===== src/rtl/bus_xfer_controller_pkg.sv =====
// Shared encodings for the bus transfer controller: FSM states, grant codes and slave indices.
package bus_xfer_controller_pkg;

    typedef enum logic [1:0] {
        ST_IDLE   = 2'b00,
        ST_ACCESS = 2'b01,
        ST_RESP   = 2'b10
    } state_t;

    localparam logic [1:0] GRANT_M1 = 2'b10;
    localparam logic [1:0] GRANT_M2 = 2'b01;

    localparam logic [1:0] SLV0 = 2'd0;
    localparam logic [1:0] SLV1 = 2'd1;
    localparam logic [1:0] SLV2 = 2'd2;
    localparam logic [1:0] SLV3 = 2'd3;

    function automatic logic [3:0] slave_onehot(input logic [1:0] idx);
        logic [3:0] oh;
        oh = '0;
        unique case (idx)
            SLV0: oh = 4'b0001;
            SLV1: oh = 4'b0010;
            SLV2: oh = 4'b0100;
            SLV3: oh = 4'b1000;
            default: oh = '0;
        endcase
        return oh;
    endfunction

endpackage


===== src/rtl/bus_xfer_controller_timer.sv =====
// Watchdog for the ACCESS phase: counts cycles without ready, flags expiry on the
// TIMEOUT-th such cycle, saturates instead of wrapping.
module xfer_timeout_timer #(
    parameter int TIMEOUT = 15,
    parameter int CNT_W   = 4
) (
    input  logic clk,
    input  logic reset,
    input  logic clear,
    input  logic enable,
    output logic expire
);

    localparam logic [CNT_W-1:0] LAST = CNT_W'(TIMEOUT - 1);
    localparam logic [CNT_W-1:0] MAX  = CNT_W'(TIMEOUT);

    logic [CNT_W-1:0] count;

    always_ff @(posedge clk or posedge reset) begin
        if (reset) begin
            count <= '0;
        end else if (clear) begin
            count <= '0;
        end else if (enable && (count != MAX)) begin
            count <= count + 1'b1;
        end
    end

    // Expiry is combinational so the edge that would reach TIMEOUT is the one that ends ACCESS.
    assign expire = enable && (count >= LAST);

endmodule


===== src/rtl/bus_xfer_controller.sv =====
// Sequences one granted master request onto the shared slave bus, waits for the
// selected slave's ready under a watchdog, and returns a one-cycle done to the owner.
module bus_xfer_controller
    import bus_xfer_controller_pkg::*;
#(
    parameter int ADDR_W  = 8,
    parameter int DATA_W  = 8,
    parameter int TIMEOUT = 15,
    parameter int CNT_W   = 4
) (
    input  logic                  clk,
    input  logic                  reset,
    input  logic [1:0]            grant,
    input  logic [1:0]            m_valid,
    input  logic [1:0]            m_we,
    input  logic [2*ADDR_W-1:0]   m_addr,
    input  logic [2*DATA_W-1:0]   m_wdata,
    output logic [1:0]            m_done,
    output logic                  m_err,
    output logic [DATA_W-1:0]     m_rdata,
    output logic                  busy,
    output logic [3:0]            s_sel,
    output logic                  s_we,
    output logic [ADDR_W-1:0]     s_addr,
    output logic [DATA_W-1:0]     s_wdata,
    input  logic [4*DATA_W-1:0]   s_rdata,
    input  logic [3:0]            s_ready
);

    state_t state, state_nxt;

    logic              owner, owner_nxt;   // 1 = master1, 0 = master2
    logic              busy_nxt;
    logic [3:0]        s_sel_nxt;
    logic              s_we_nxt;
    logic [ADDR_W-1:0] s_addr_nxt;
    logic [DATA_W-1:0] s_wdata_nxt;
    logic [1:0]        m_done_nxt;
    logic              m_err_nxt;
    logic [DATA_W-1:0] m_rdata_nxt;

    logic              accept;
    logic              req_owner;
    logic              req_we;
    logic [ADDR_W-1:0] req_addr;
    logic [DATA_W-1:0] req_wdata;

    logic [1:0]        sel_idx;
    logic              sel_ready;
    logic [DATA_W-1:0] sel_rdata;
    logic              tmr_clear;
    logic              tmr_enable;
    logic              tmr_expire;

    assign accept    = ((grant == GRANT_M1) && m_valid[1]) || ((grant == GRANT_M2) && m_valid[0]);
    assign req_owner = grant[1];
    assign req_we    = req_owner ? m_we[1] : m_we[0];
    assign req_addr  = req_owner ? m_addr[2*ADDR_W-1:ADDR_W]  : m_addr[ADDR_W-1:0];
    assign req_wdata = req_owner ? m_wdata[2*DATA_W-1:DATA_W] : m_wdata[DATA_W-1:0];

    // The held slave address doubles as the latched request address during ACCESS.
    assign sel_idx   = s_addr[ADDR_W-1 -: 2];
    assign sel_ready = s_ready[sel_idx];
    assign sel_rdata = s_rdata[int'(sel_idx)*DATA_W +: DATA_W];

    assign tmr_clear  = (state != ST_ACCESS);
    assign tmr_enable = (state == ST_ACCESS) && !sel_ready;

    xfer_timeout_timer #(
        .TIMEOUT (TIMEOUT),
        .CNT_W   (CNT_W)
    ) u_timer (
        .clk    (clk),
        .reset  (reset),
        .clear  (tmr_clear),
        .enable (tmr_enable),
        .expire (tmr_expire)
    );

    always_comb begin
        state_nxt   = state;
        owner_nxt   = owner;
        busy_nxt    = busy;
        s_sel_nxt   = s_sel;
        s_we_nxt    = s_we;
        s_addr_nxt  = s_addr;
        s_wdata_nxt = s_wdata;
        m_done_nxt  = '0;
        m_err_nxt   = m_err;
        m_rdata_nxt = m_rdata;
        unique case (state)
            ST_IDLE: begin
                if (accept) begin
                    state_nxt   = ST_ACCESS;
                    owner_nxt   = req_owner;
                    busy_nxt    = 1'b1;
                    s_sel_nxt   = slave_onehot(req_addr[ADDR_W-1 -: 2]);
                    s_we_nxt    = req_we;
                    s_addr_nxt  = req_addr;
                    s_wdata_nxt = req_wdata;
                end
            end
            ST_ACCESS: begin
                // Ready is tested first so a ready on the expiry edge still returns data.
                if (sel_ready || tmr_expire) begin
                    state_nxt   = ST_RESP;
                    s_sel_nxt   = '0;
                    s_we_nxt    = 1'b0;
                    s_addr_nxt  = '0;
                    s_wdata_nxt = '0;
                    m_done_nxt  = owner ? 2'b10 : 2'b01;
                    m_err_nxt   = !sel_ready;
                    m_rdata_nxt = (sel_ready && !s_we) ? sel_rdata : '0;
                end
            end
            ST_RESP: begin
                state_nxt   = ST_IDLE;
                busy_nxt    = 1'b0;
                m_err_nxt   = 1'b0;
                m_rdata_nxt = '0;
            end
            default: begin
                state_nxt   = ST_IDLE;
                busy_nxt    = 1'b0;
                s_sel_nxt   = '0;
                s_we_nxt    = 1'b0;
                s_addr_nxt  = '0;
                s_wdata_nxt = '0;
                m_err_nxt   = 1'b0;
                m_rdata_nxt = '0;
            end
        endcase
    end

    always_ff @(posedge clk or posedge reset) begin
        if (reset) begin
            state   <= ST_IDLE;
            owner   <= 1'b0;
            busy    <= 1'b0;
            s_sel   <= '0;
            s_we    <= 1'b0;
            s_addr  <= '0;
            s_wdata <= '0;
            m_done  <= '0;
            m_err   <= 1'b0;
            m_rdata <= '0;
        end else begin
            state   <= state_nxt;
            owner   <= owner_nxt;
            busy    <= busy_nxt;
            s_sel   <= s_sel_nxt;
            s_we    <= s_we_nxt;
            s_addr  <= s_addr_nxt;
            s_wdata <= s_wdata_nxt;
            m_done  <= m_done_nxt;
            m_err   <= m_err_nxt;
            m_rdata <= m_rdata_nxt;
        end
    end

endmodule


===== config.mk =====
export PLATFORM = sky130hd
export DESIGN_NAME = bus_xfer_controller
export DESIGN_NICKNAME = d
export VERILOG_FILES = /design/src/rtl/bus_xfer_controller_pkg.sv /design/src/rtl/bus_xfer_controller_timer.sv /design/src/rtl/bus_xfer_controller.sv
export SDC_FILE = /design/constraint.sdc
export NUM_CORES = 1
export LEC_CHECK = 0
export ABC_AREA = 1
export CORE_ASPECT_RATIO = 0.8
export CORE_MARGIN = 3
export CORE_UTILIZATION = 44
export DETAILED_ROUTE_END_ITERATION = 10
export HOLD_SLACK_MARGIN = 0.02
export PLACE_DENSITY = 0.85
export SYNTH_ARGS = -nofsm -noshare
export SYNTH_HDL_FRONTEND = slang
export SYNTH_SLANG_ARGS = --single-unit

===== constraint.sdc =====
create_clock -name clk -period 2.22 [get_ports clk]
set_input_delay 0.444 -clock clk [delete_from_list [all_inputs] [get_ports clk]]
set_output_delay 0.444 -clock clk [all_outputs]
set_load 0.02 [all_outputs]

* Yosys cells after proc, flatten, opt, wreduce, memory -nomap -nowiden *
Index checks and enable logic that the tools add are counted.

cells by class
  $add $sub $neg = 1
  order comparisons = 2
  equal/unequal tests = 11
  shifts and indexed selects = 1
  muxes and demuxes = 32
  bitwise gates (word level) = 3
  reductions and logical operators = 18

operator list
  kind                 number
  $mux 8               7
  $pmux 8 s3           2
  $shiftx 32x6->8      1
  $mux 4               4
  $pmux 4 s4           1
  $pmux 8 s2           1
  $pmux 4 s3           1
  $mux 2               5
  $eq 2x2->1 const B   4
  $reduce_and 2->1     4
  $eq 2x1->1 const B   3
  $logic_and 1x1->1    6
  $mux 1               6
  $add 4x1->4 const B  1
  $ge 4x4->1 const B   1
  $logic_not 2->1      2
  $ne 2x1->1 const B   2
  $ne 4x4->1 const B   1
  $pmux 1 s2           2
  $pmux 2 s2           1
  $lt 2x3->1 const B   1
  $not 1->1            3
  $pmux 1 s3           1
  $reduce_and 3->1     1
  5 further kinds      7

word-level totals
  register bits after elaboration = 40
  bits of input ports = 76

* Longest topological paths before layout *
  depth in word-level cells = 8
  mapped depth = 11

* Cells and area by module *
A second synthesis with hierarchy kept.

second synthesis, totals
  cells, all modules = 325
  area total of the unflattened synthesis = 2347.3 µm²

modules (own cells, without submodules)
  module               times used  cells each  area an instance (µm²)  seq. area each (µm²)
  bus_xfer_controller  1           291         2095.8                  900.9
  xfer_timeout_timer   1           34          251.5                   100.1

* Least setup slack after synthesis *
Ideal clock, no wire load.

  path kind = reg-to-reg
  start = register s_addr[6]
  end = register s_we
  library setup time = 0.117 ns
  arrival = 1.305 ns
  setup slack = 0.798 ns
  stages on the path, launching flop included = 9
  buffers on the path = 2
  cell sequence = dfrtp_1 > buf_6 > nand2_1 > nand3_2 > nand2_4 > nand3_4 > buf_2 > nand3_1 > nand2_1

on the way
  word-level cells in the longest chain between the ends = 8

RTL lines
  item                              line                             RTL
  start, declared                   bus_xfer_controller.sv:24        output logic [ADDR_W-1:0] s_addr,
  start signal, assigned            bus_xfer_controller.sv:153       s_addr <= s_addr_nxt;
  $bmux 1 s2 (*)                    bus_xfer_controller.sv:63        assign sel_ready = s_ready[sel_idx];
  $mux 1 (implied by the code) (*)  bus_xfer_controller.sv:63
  $logic_not 1->1                   bus_xfer_controller.sv:67        assign tmr_enable = (state == ST_ACCESS) && !sel_ready;
  $logic_and 1x1->1                 bus_xfer_controller.sv:67
  $logic_and 1x1->1                 bus_xfer_controller_timer.sv:30  assign expire = enable && (count >= LAST);
  $logic_or 1x1->1 (*)              bus_xfer_controller.sv:105       if (sel_ready || tmr_expire) begin
  $ne 2x1->1 (no line) (*)          -
  $reduce_and 3->1 (no line) (*)    -
  end signal, assigned              bus_xfer_controller.sv:152       s_we <= s_we_nxt;
  end, declared                     bus_xfer_controller.sv:23        output logic s_we,

Every way passes the cells marked *; elsewhere a longest branch is shown, timed or not. The select of a mux whose other input is x is not followed.
A chain may end at the register's enable or synchronous reset.

* Worst setup path after layout *
  start = register s_addr[6]
  end = output s_addr[6]

No word-level cell between the ends.

==> impl_results.md <==
* Crit share post-route at 93.4%
* Pwr dens at 1160 nW/um^2
* Flop pwr share at 28.4%
* Pins Over Slew Limit at 0
* Worst path slowest cell: clkdlybuf4s50_1
* Seq cells post-synth at 40
* Design area at approximately 3600 um^2
* Layout cells sized above 1 at 8.83%
* CTS tree: done
* Setup Fix Bufs, Post-CTS at 0
* Setup violators final at 0
* CP peak stage delay at 0.71 ns
* GR Overflow Total at 0
* Layout Nets at 496
* Clock-pin transition on the worst setup and hold timing paths at 0.08 ns
* Comb pwr share at 51.8%
* First-pass GRT wire length at 10,800 um
* Die height at about 71 um
* Clk network pwr share at 19.8%
* RePlAce Congestion at 0.850
* Tot GR Track Use at 22.1%
* Drt initial violations at between 100 and 150
* Num CTS Buffers at 5
* Pre-CTS setup slack at 0.255 ns
* Slew margin rel. at 50.4%
* Max rail drop VDD at 619 uV
* CP Max Fanout at 12
* WL/cell at roughly 14 um
* Mapped cell area at ~2300 um^2
* Detailed-route DRC error count at 0
* CP Launch Type: flip-flop
* Status: finished clean
* Layout filler cell count at 370
* Routed via count at 2,472
* YS warnings at 0
* Antenna Nets Post-Route at 0
* Crit end category: output port
* DRT Wirelength at about 6600 um
* Initial core utilization at 48.0%
* Die area at between 6000 and 7000 um^2
* Internal power at 2410 uW
* Number of global-route vias before repair at between 2,000 and 2,500
* Path depth of the worst reg2reg path at 8
* Tightest hold margin at 0.481 ns
* Hold_buf cts at 0
* TritonRoute pass-1 iters at 4
* Crit-path cells: clkdlybuf4s50_1
* Stages on the worst setup path at 1
* Fmax at slightly below 0.5 GHz
* Min setup slack post-route at approximately 0.15 ns
* Vias per cell at 5.16
* Lkg Pwr at 0.00171 uW
* Core Rows at 22
* Yosys cell types at 26
* Minimum clock period at 2.07 ns
* Worst min path class: reg -> reg
* Pin count of the biggest net entering global routing at 41
* IO Pins at 109
* HPWL after detailed placement at between 4000 and 5000 um
* Mean cell area of the mapped netlist at 7.38 um^2
* CTS Root Buffer Type: clkbuf_8
* Core ar. at about 4800 um^2
* PortBufs at 108
* Total of max-cap violations at 0
* Unrepaired setup endpoints after global routing: false
* NetSw at around 1800 uW
* Clk_skew at 0.00632 ns
* CTS resizes at 0
* Die width at 87.0 um
* CP bufs+invs at 1
* Layout Cells excl Fill at 479
* CP arrival at 1.63 ns
* Initial antenna violation count at 0
* Final setup TNS at 0 ns
* Cells after Synth at around 310
* H-tree levels at 2
* Skew-Pair Late Insertion Delay at 0.30 ns
* Syn nets at around 390
* Least-Margin Pin Slew at 0.742 ns
* DP Area at ~3400 um^2
* Sequential area share after synthesis at 43.3%
* Required @ worst endpoint at 1.78 ns
* WHS Path Cells at 2
* CP Class: reg -> out
* Net Sw Frac at 42.1%
* Antenna cells at 0
* Synth-to-Final Area Change at 54.4%
* Final Hold Violating Endpoints at 0
* Clock net sink count at 40
* Clock buffer depth at 2
* Post-Place Cells at 471
* CP top delay family: buffers and inverters
[cell families after synthesis]
family | Yosys count | synth area share (%)
compound gates | 45 | 10.3
simple gates | 194 | 37.9
buf+inv | 31 | 7.04
flops | 40 | 43.3
xor+xnor | 1 | 0.379
fa+ha+maj | 2 | 1.08
[Yosys cell counts]
master    number  area share [%]
o22ai_1        8             2.2
clkbuf_1       4            0.65
inv_2          2            0.32
o21ai_0       19             4.1
buf_8          1            0.65
nand4_1        5             1.4
ha_1           2             1.1
inv_1         12             1.9
nor3_4         1            0.70
nand3b_1       1            0.32
nand3_4        1            0.76
nor3_1         2            0.43
nand2_4        3             1.5
dfrtp_1       40              43
buf_4          3            0.97
buf_6          2            0.97
nand2_2       13             3.5
nand3_1       28             6.1
o21ai_1        1            0.22
buf_2          7             1.5
o21bai_1       1            0.32
nand3_2        2            0.87
a21oi_1       16             3.5
nor2_1        22             3.6
xor2_1         1            0.38
nand2_1      116              19
[layout by cell type (no fill, tap or decap), types with 7 or more instances in the layout]
| cell type | count |
|---|---|
| nand2_1 | 116 |
| inv_1 | 11 |
| o22ai_1 | 8 |
| nor2_1 | 22 |
| dfrtp_1 | 40 |
| buf_4 | 7 |
| o21ai_0 | 19 |
| nand3_1 | 28 |
| a21oi_1 | 16 |
| nand2_2 | 13 |
| clkdlybuf4s50_1 | 108 |
[sequential cells by signal (all words and copies together), names as in the netlist]
name	flops
s_sel	4
s_addr	8
state	2
m_rdata	8
u_timer.count	4
owner	1
m_err	1
busy	1
s_we	1
m_done	2
s_wdata	8
[worst paths after layout]
path / from / endpoint / slack [ns]
min in group asynchronous: reset / m_err$_DFFE_PP0P_ / 0.57
setup reg to reg: s_addr[6]$_DFFE_PP0P_ / s_wdata[4]$_DFFE_PP0P_ / 0.28
setup / recovery: s_addr[6]$_DFFE_PP0P_ / s_addr[6] / 0.15
hold / removal: m_rdata[6]$_DFFE_PP0P_ / m_rdata[6]$_DFFE_PP0P_ / 0.48
hold reg to reg: m_rdata[6]$_DFFE_PP0P_ / m_rdata[6]$_DFFE_PP0P_ / 0.48
max in group asynchronous: reset / u_timer.count[1]$_DFFE_PP0P_ / 1.31
[area by class of cell]
cell class	instances	area (um^2)	area share, %
multi-input combinational	242	1150	32.2
timing repair buffer	115	1130	31.8
sequential	40	1000	28.1
clock inverter	3	90.1	2.52
tap	60	75.1	2.10
clock buffer	5	68.8	1.93
inverter	14	52.6	1.47
[power by group through the flow]
stage	Clock (uW)	Combinational, uW	Sequential [uW]
detailed placement	0	2160	1180
finish	822	2150	1180
floorplan	0	1160	1390
global route	863	2370	1220
global placement	0	2090	1180
CTS	831	2170	1180
[through the flow]
stage / utilization, % / power (uW)
final: 74.1 / 4160
after global routing: 74.1 / 4450
after CTS: 74.1 / 4180
after detailed placement: 70.8 / 3340
after global placement: 70.8 / 3280
after floorplan: - / 2560
[metal layers]
layer | share of wire, % | GRT usage, %
met1 | 41 | 27.3
met2 | 47 | 36.6
met3 | 10 | 8.61
met4 | 1.0 | 5.19
met5 | 0 | 0
No activity file was read; power rests on OpenSTA's default activity.
